===== config.mk =====
export PLATFORM = sky130hd
export DESIGN_NAME = bit_serializer
export DESIGN_NICKNAME = d
export VERILOG_FILES = /design/src/rtl/serial_pkg.sv /design/src/rtl/byte_fifo.sv /design/src/rtl/bit_serializer.sv
export SDC_FILE = /design/constraint.sdc
export NUM_CORES = 1
export LEC_CHECK = 0
export ABC_CLOCK_PERIOD_IN_PS = 3800
export BUFFER_PORTS_ARGS = -buffer_cell sky130_fd_sc_hd__buf_4
export CAP_MARGIN = 40
export CORE_ASPECT_RATIO = 0.7
export CORE_MARGIN = 2
export CORE_UTILIZATION = 40
export DETAILED_ROUTE_END_ITERATION = 10
export REMOVE_ABC_BUFFERS = 1
export SKIP_CTS_REPAIR_TIMING = 1
export SYNTH_ARGS = -nofsm -noshare
export SYNTH_HDL_FRONTEND = slang
export SYNTH_SLANG_ARGS = --single-unit

===== constraint.sdc =====
create_clock -name clk -period 3.8 [get_ports clk]
set_input_delay 0.57 -clock clk [delete_from_list [all_inputs] [get_ports clk]]
set_output_delay 0.57 -clock clk [all_outputs]
set_load 0.01 [all_outputs]

===== src/rtl/serial_pkg.sv =====
// Shared definitions for the byte-to-bit serializer and its byte FIFO.
//   BYTE_W        : width of one queued byte
//   DEFAULT_DEPTH : default number of byte FIFO entries
//   ser_state_e   : serializer FSM state encoding
package serial_pkg;

    localparam int BYTE_W        = 8;
    localparam int DEFAULT_DEPTH = 4;

    typedef enum logic {
        IDLE  = 1'b0,
        SHIFT = 1'b1
    } ser_state_e;

endpackage


===== src/rtl/byte_fifo.sv =====
// Byte FIFO feeding the serializer. Pointers wrap naturally because DEPTH is a
// power of two; the level counter is the only full/empty indicator.
// Ports:
//   clk, rst   : clock, synchronous active-high reset
//   flush      : empty the FIFO on this edge (pushes/pops ignored)
//   push       : write push_data (ignored when full)
//   push_data  : byte to write
//   pop        : advance the read pointer (ignored when empty)
//   pop_data   : current head entry
//   level      : number of queued entries
module byte_fifo
    import serial_pkg::*;
#(
    parameter int DEPTH = DEFAULT_DEPTH,
    localparam int AW   = (DEPTH > 1) ? $clog2(DEPTH) : 1,
    localparam int LW   = $clog2(DEPTH) + 1
) (
    input  logic              clk,
    input  logic              rst,
    input  logic              flush,
    input  logic              push,
    input  logic [BYTE_W-1:0] push_data,
    input  logic              pop,
    output logic [BYTE_W-1:0] pop_data,
    output logic [LW-1:0]     level
);

    localparam logic [LW-1:0] FULL_LEVEL = LW'(DEPTH);

    logic [BYTE_W-1:0] mem_q [DEPTH];
    logic [AW-1:0]     wr_ptr_q, wr_ptr_d;
    logic [AW-1:0]     rd_ptr_q, rd_ptr_d;
    logic [LW-1:0]     level_q, level_d;
    logic              push_ok, pop_ok;

    assign push_ok = push && (level_q != FULL_LEVEL);
    assign pop_ok  = pop && (level_q != '0);

    always_comb begin
        wr_ptr_d = wr_ptr_q;
        rd_ptr_d = rd_ptr_q;
        level_d  = level_q;
        if (flush) begin
            wr_ptr_d = '0;
            rd_ptr_d = '0;
            level_d  = '0;
        end else begin
            if (push_ok) wr_ptr_d = wr_ptr_q + AW'(1);
            if (pop_ok)  rd_ptr_d = rd_ptr_q + AW'(1);
            case ({push_ok, pop_ok})
                2'b10:   level_d = level_q + LW'(1);
                2'b01:   level_d = level_q - LW'(1);
                default: level_d = level_q;
            endcase
        end
    end

    always_ff @(posedge clk) begin
        if (rst) begin
            wr_ptr_q <= '0;
            rd_ptr_q <= '0;
            level_q  <= '0;
        end else begin
            wr_ptr_q <= wr_ptr_d;
            rd_ptr_q <= rd_ptr_d;
            level_q  <= level_d;
        end
    end

    // Storage needs no reset: entries are only read while the level says valid.
    always_ff @(posedge clk) begin
        if (!rst && !flush && push_ok) begin
            mem_q[wr_ptr_q] <= push_data;
        end
    end

    assign pop_data = mem_q[rd_ptr_q];
    assign level    = level_q;

endmodule


===== src/rtl/bit_serializer.sv =====
// Byte-to-bit serializer: bytes are queued in a byte_fifo and shifted out one
// bit per accepted handshake, back-to-back with no idle bubble between bytes.
//
//   state | meaning
//   IDLE  | nothing in flight, bit_valid=0, bit_out=0
//   SHIFT | byte in shift register, bit_cnt bits remain after the current one
//
// Ports:
//   clk, rst               : clock, synchronous active-high reset
//   byte_valid/byte_data   : upstream byte offer
//   byte_ready             : FIFO not full (registered-state based)
//   flush                  : drop queued and in-flight data
//   bit_valid/bit_out      : serial output
//   bit_ready              : downstream accepts the current bit
//   busy                   : byte in flight or FIFO non-empty
//   fifo_level             : queued bytes
//   bytes_sent             : fully transmitted bytes (wrapping)
module bit_serializer
    import serial_pkg::*;
#(
    parameter int DEPTH     = DEFAULT_DEPTH,
    parameter bit MSB_FIRST = 1'b1
) (
    input  logic                   clk,
    input  logic                   rst,
    input  logic                   byte_valid,
    input  logic [BYTE_W-1:0]      byte_data,
    output logic                   byte_ready,
    input  logic                   flush,
    output logic                   bit_valid,
    output logic                   bit_out,
    input  logic                   bit_ready,
    output logic                   busy,
    output logic [$clog2(DEPTH):0] fifo_level,
    output logic [15:0]            bytes_sent
);

    localparam int LW = $clog2(DEPTH) + 1;
    localparam logic [LW-1:0] FULL_LEVEL = LW'(DEPTH);

    ser_state_e        state_q;
    logic [BYTE_W-1:0] sr_q;
    logic [2:0]        bit_cnt_q;
    logic [15:0]       sent_q;

    logic [LW-1:0]     level;
    logic [BYTE_W-1:0] head;
    logic              fifo_ne;
    logic              push, pop, xfer, last_xfer;
    logic [BYTE_W-1:0] sr_shift_d;

    assign fifo_ne    = (level != '0);
    assign byte_ready = (level != FULL_LEVEL);
    assign push       = byte_valid && byte_ready && !flush;
    assign xfer       = (state_q == SHIFT) && bit_ready;
    assign last_xfer  = xfer && (bit_cnt_q == 3'd0);
    // Head is consumed either to start from idle or to chain onto a finished byte.
    assign pop        = !flush && fifo_ne && ((state_q == IDLE) || last_xfer);
    assign sr_shift_d = MSB_FIRST ? {sr_q[BYTE_W-2:0], 1'b0} : {1'b0, sr_q[BYTE_W-1:1]};

    byte_fifo #(.DEPTH(DEPTH)) u_fifo (
        .clk       (clk),
        .rst       (rst),
        .flush     (flush),
        .push      (push),
        .push_data (byte_data),
        .pop       (pop),
        .pop_data  (head),
        .level     (level)
    );

    always_ff @(posedge clk) begin
        if (rst) begin
            state_q   <= IDLE;
            sr_q      <= '0;
            bit_cnt_q <= '0;
            sent_q    <= '0;
        end else if (flush) begin
            state_q   <= IDLE;
            sr_q      <= '0;
            bit_cnt_q <= '0;
        end else begin
            case (state_q)
                IDLE: begin
                    if (fifo_ne) begin
                        sr_q      <= head;
                        bit_cnt_q <= 3'd7;
                        state_q   <= SHIFT;
                    end
                end
                SHIFT: begin
                    if (xfer) begin
                        if (bit_cnt_q == 3'd0) begin
                            sent_q <= sent_q + 16'd1;
                            if (fifo_ne) begin
                                sr_q      <= head;
                                bit_cnt_q <= 3'd7;
                            end else begin
                                sr_q    <= '0;
                                state_q <= IDLE;
                            end
                        end else begin
                            sr_q      <= sr_shift_d;
                            bit_cnt_q <= bit_cnt_q - 3'd1;
                        end
                    end
                end
                default: state_q <= IDLE;
            endcase
        end
    end

    assign bit_valid  = (state_q == SHIFT);
    assign bit_out    = bit_valid && (MSB_FIRST ? sr_q[BYTE_W-1] : sr_q[0]);
    assign busy       = (state_q == SHIFT) || fifo_ne;
    assign fifo_level = level;
    assign bytes_sent = sent_q;

endmodule

-- Yosys cells after proc, flatten, opt, wreduce, memory -nomap -nowiden
Memories as Yosys holds them, arrays and structs flattened. A register that Yosys moved wholly into a read port is not among the register bits.
Index checks and enable logic that the tools add are counted.
- output and inout bits: 23
- memories: 1
- memory bits (writable): 32
- register bits after elaboration: 35
- memories (name ; words ; width ; read ports ; clocked after memory_dff ; wr ports ; line ; source):
    u_fifo.mem_q ; 4 ; 8 ; 1 ; 1 ; 1 ; byte_fifo.sv:30 ; logic [BYTE_W-1:0] mem_q [DEPTH];
- eq/ne operators: 5
- $add $sub $neg: 6
- reductions and logical operators: 21
- multiplexer cells: 18
- bitwise operators: 2
- operators with widths (operator ; count):
    8-bit two-way mux ; 4
    16-bit by 1-bit adder with 16-bit output (second input constant) ; 1
    8-bit case mux with 2 select lines ; 1
    3-bit case mux with 2 select lines ; 2
    1-bit logical AND ; 11
    3-bit two-way mux ; 3
    3-bit by 1-bit subtractor with 3-bit output (second input constant) ; 2
    1-bit two-way mux ; 5
    2-bit by 1-bit adder with 2-bit output (second input constant) ; 2
    2-bit two-way mux ; 2
    4-bit AND reduction ; 1
    3-bit by 1-bit adder with 3-bit output (second input constant) ; 1
    3-bit logical NOT ; 1
    3-bit inequality test (second input constant) ; 1
    3-bit nonzero test ; 1
    2-bit by 1-bit equality test with 1-bit output (second input constant) ; 1
    2-bit equality test (second input constant) ; 1
    1-bit logical NOT ; 2
    1-bit logical OR ; 2
    2-bit by 1-bit inequality test with 1-bit output (second input constant) ; 1
    2-bit inequality test (second input constant) ; 1
    1-bit NOT ; 2
    1-bit case mux with 2 select lines ; 1
    2-bit AND reduction ; 1
    2 further kinds ; 2

-- Logic depth before layout (Yosys ltp)
- depth after elaboration: 7
- depth in mapped cells: 10
- mapped depth without buffers: 10

-- Modules after synthesis
A second synthesis with hierarchy kept.
- cells, all modules: 256
- area, all modules: 2987.9 µm²
- by module, submodules not included (module ; cells an instance ; instances ; area an instance (µm²)):
    byte_fifo ; 93 ; 1 ; 1630.3
    bit_serializer ; 163 ; 1 ; 1357.6

-- Worst setup path after synthesis
Ideal clock, no wire load.
- path type: register -> register
- from: register bit_cnt_q[0]
- to: register u_fifo.level_q[2] (netlist: u_fifo.level[2])
- arrival: 2263 ps
- setup time: 70 ps
- data required time: 3730 ps
- period minus slack after synthesis: 2333 ps
- cell stages (with the launch flop): 11
- slack: 1467 ps
- cell sequence: dfxtp_1 inv_1 ha_1 nand3b_4 a211oi_1 ha_1 inv_1 fa_1 xor2_1 or3_1 a21oi_1
- word-level cells in the longest chain between the ends: 7
- elaborated cells between the ends (all ways): 9
- those cells by class: eq/ne: 2; mux: 1; reduce/logical: 6
- ends and longest elaborated chain (item ; line ; source):
    from (decl) ; bit_serializer.sv:43 ; logic [2:0] bit_cnt_q;
    from (signal assigned) ; bit_serializer.sv:104 ; bit_cnt_q <= bit_cnt_q - 3'd1;
    3-bit logical NOT (*) ; bit_serializer.sv:56 ; assign last_xfer = xfer && (bit_cnt_q == 3'd0);
    1-bit logical AND (*) ; bit_serializer.sv:56 ;
    1-bit logical OR (*) ; bit_serializer.sv:58 ; assign pop = !flush && fifo_ne && ((state_q == IDLE) || last_xfer);
    1-bit logical AND (*) ; bit_serializer.sv:58 ;
    1-bit logical AND (*) ; byte_fifo.sv:37 ; assign pop_ok = pop && (level_q != '0);
    named net u_fifo.pop_ok ; byte_fifo.sv:34 ; logic push_ok, pop_ok;
    2-bit by 1-bit equality test with 1-bit output or 2-bit equality test (tied branches) ; byte_fifo.sv:50 ; case ({push_ok, pop_ok})
    3-bit case mux with 2 select lines or 2-bit nonzero test (tied branches) ; - ;
    to (signal assigned) ; byte_fifo.sv:66 ; level_q <= level_d;
    to (decl) ; byte_fifo.sv:33 ; logic [LW-1:0] level_q, level_d;
The timed path passes the listed nets; every way through them passes the cells marked *.
A chain may end at the register's enable or synchronous reset.

-- Worst setup path after layout
Same ends and word-level chain as after synthesis.

==> qor.yml <==
largest_family_of_logic_cells_by_synthesized_area: "simple AND/OR/NAND/NOR gates"
cellPowerDensity_mw_per_mm2: 431
synth_xor_xnor_area_share_pct: 3.90
post_detail_place_hpwl_mm: 3.84
critical_path.endpoint_type: "register"
grt_antenna_before_repair: 0
status: "completed"
ir_drop_mv: 0.211
setup-tns-final_ns: 0
synth_cell_type_count: 44
register_area_sq_mm: 0.00170
vias: 1930
setup_repair_after_global_routing_missed_its_margin: "false"
synth.ff_latch_count: 69
maxClockFrequency_mhz: 384
final.period_utilization_pct: 68.5
cts_htree_levels: 3
power.leakage_nw: 1.26
firstDrtPassIters: 4
most_common_cell_after_layout_fill_and_taps_aside: "sky130_fd_sc_hd__dfxtp_1"
gr_layer_usage_met2_pct: 22.9
pin_slew_with_the_least_headroom_to_its_limit_ns: 0.639
clock_skew_after_layout_ns: 0.00786
groute.usage.overall_pct: 15.5
die-height_microns: 75.5
finalWirelength_mm: 5.61
post-route-util_pct: 48.6
first_global_vias: 1790
netlist_area_sq_mm: 0.00292
final_period_minus_worst_setup_slack_ns: 2.60
cts_tree: "yes"
synth_enable_flop_cells: 32
multiInputGateArea_sq_mm: 0.00114
path_max_fanout: 8
route.antenna.remaining_nets: 0
r2r_cells: 10
ys_async_rst_share_pct: 0
via_per_instance_ratio: 5.05
timing_worst_setup_path_type: "register to register"
post_drt_wl_per_cell_microns: 14.7
max_cap_viol_count: 0
numCtsBuffers: 9
min_path_type: "primary input to register"
hold_viol_final: 0
drive_above_1_share_pct: 21.8
grtUsageMet3_pct: 5.05
portBuffers: 35
worstPathArrival_ns: 2.88
nets: 301
ys_seq_area_share_pct: 58.2
flow.area_growth_from_synthesis_pct: 19.6
gp_congestion: 0.727
yosysWarningCount: 0
yosys_most_used_dff: "sky130_fd_sc_hd__dfxtp_1"
cts_buffer_depth: 2
cp.required_ns: 4.08
syn-instance-count: 241
report.final.slew_viol_count: 0
yosys-mux-area-fraction_pct: 7.24
die_area_sq_mm: 0.00801
rows: 26
relSlewSlack_pct: 57.4
hold-path-cell-count: 1
worst_skew_pair.late_latency_ns: 0.34
wire_length_of_the_first_global_routing_pass_mm: 9.19
grt_start_max_net_pins: 20
critical_path.startpoint_type: "register"
remaining_drc_errors: 0
post_synth_fa_ha_maj_area_fraction_pct: 4.11
fp.dieW_microns: 106
fillerInstances: 645
start_util_pct: 40.6
cts.root.buffer_cell: "sky130_fd_sc_hd__clkbuf_8"
io-pin-count: 36
number_of_antenna_cells_inserted: 0
globalRouteOverflowTotal: 0
placeableCoreArea_sq_mm: 0.00719
clkSinkCount: 69
post_synth.cell_area_avg_sq_um: 12.1
global_route.usage.met1_pct: 21.4
grt_busiest_layer: "met2"
synth_simple_gate_area_share_pct: 14.1
synth-compound-area-share_pct: 9.64
reg2reg_setup_slack_ns: 1.20
initialDrtViolationCount: 108
total_setup_violations_reported_at_the_end_of_the_flow: 0
clk_pin_slew_worst_paths_ns: 0.07
layout.cells.most_common_list: "sky130_fd_sc_hd__dfxtp_1, sky130_fd_sc_hd__buf_4, sky130_fd_sc_hd__edfxtp_1, sky130_fd_sc_hd__nor2_1, sky130_fd_sc_hd__a21oi_1"
## metrics by stage
step,std cells,hold WS (ns),power [mW],setup slack [ns],area [sq um]
2_1_floorplan,232,0.467,0.851,1.47,2890
3_3_place_gp,366,0.493,0.884,1.27,3280
3_5_place_dp,366,0.505,0.886,1.23,3280
4_1_cts,382,0.406,1.52,1.22,3490
5_1_grt,382,0.405,1.57,1.04,3490
6_report,382,0.420,1.51,1.20,3490
## worst paths after layout
check | endpoint | from
max | u_fifo.level[2] | bit_cnt_q[0]
min reg2reg | bit_cnt_q[1] | bit_cnt_q[1]
max reg2reg | u_fifo.level[2] | bit_cnt_q[0]
min | u_fifo.mem_q[3][3] | byte_data[3]
## per-layer routing
metal	vias up	share of wire, %
met5	-	0
met1	908	53
met2	38	41
met3	7	4.5
met4	0	1.4
li1	977	-
## power breakdown
| group | leakage [nW] | internal (mW) | switching (mW) | total (mW) |
|---|---|---|---|---|
| registers | 0.588 | 0.785 | 0.00689 | 0.792 |
| clock network | 0.108 | 0.366 | 0.271 | 0.637 |
| logic | 0.565 | 0.0329 | 0.0443 | 0.0772 |
## cell families (layout without fill, tap and decap cells)
group | count (synthesis) | in the layout
AO/OA/AOI/OAI | 43 | 43
XOR/XNOR | 13 | 13
adder cells (fa/ha/maj) | 9 | 9
buffers and inverters | 21 | 64
flip-flops | 69 | 69
multiplexers | 11 | 11
AND/OR/NAND/NOR | 75 | 75
## worst max-delay path, cell delays in order (launching register included)
cell                       delay, ns
sky130_fd_sc_hd__dfxtp_1        0.31
sky130_fd_sc_hd__inv_1          0.10
sky130_fd_sc_hd__ha_1           0.24
sky130_fd_sc_hd__nand3b_4       0.14
sky130_fd_sc_hd__a211oi_1       0.44
sky130_fd_sc_hd__ha_1           0.26
sky130_fd_sc_hd__inv_1          0.06
sky130_fd_sc_hd__fa_1           0.37
sky130_fd_sc_hd__xor2_1         0.16
sky130_fd_sc_hd__or3_1          0.31
sky130_fd_sc_hd__a21oi_1        0.14
## layout make-up
type                    instances  area share, %
clock buffers                   9           3.55
clock inverters                 7           2.58
inverters                      12           1.29
multi-input cells             151           32.6
flip-flops and latches         69           48.7
well taps                      98           3.51
repair buffers                 36           7.74
## flip-flops by register name, indices dropped and copies added, names as in the netlist, named ones only
signal           count
u_fifo.mem_q        32
sr_q                 8
u_fifo.level         3
bit_cnt_q            3
bit_valid            1
bytes_sent          16
u_fifo.rd_ptr_q      2
u_fifo.wr_ptr_q      2
## cell usage after synthesis, drive strengths merged, types with 2 or more instances
| master | count | area share (%) |
|---|---|---|
| dfxtp | 37 | 25 |
| edfxtp | 32 | 33 |
| nor2 | 27 | 3.5 |
| a21oi | 15 | 2.6 |
| inv | 12 | 1.5 |
| nand2 | 9 | 1.2 |
| xnor2 | 9 | 2.7 |
| ha | 8 | 3.4 |
| mux4 | 8 | 6.2 |
| o21ai | 8 | 1.4 |
| clkbuf | 7 | 0.90 |
| and3 | 5 | 1.1 |
| nor4 | 5 | 1.1 |
| or3 | 5 | 1.1 |
| a222oi | 4 | 1.4 |
| nand4 | 4 | 0.86 |
| xor2 | 4 | 1.2 |
| a32oi | 3 | 0.90 |
| nand3 | 3 | 0.51 |
| nor3 | 3 | 0.51 |
| or4 | 3 | 0.77 |
| a211oi | 2 | 0.51 |
| a21o | 2 | 0.51 |
| a221oi | 2 | 0.60 |
| buf | 2 | 0.30 |
| mux2i | 2 | 0.69 |
| nand2b | 2 | 0.43 |
| nand3b | 2 | 0.94 |
| nand4b | 2 | 1.1 |
| nor2b | 2 | 0.43 |
| o21a | 2 | 0.51 |
Power figures use the tool's default switching activity.
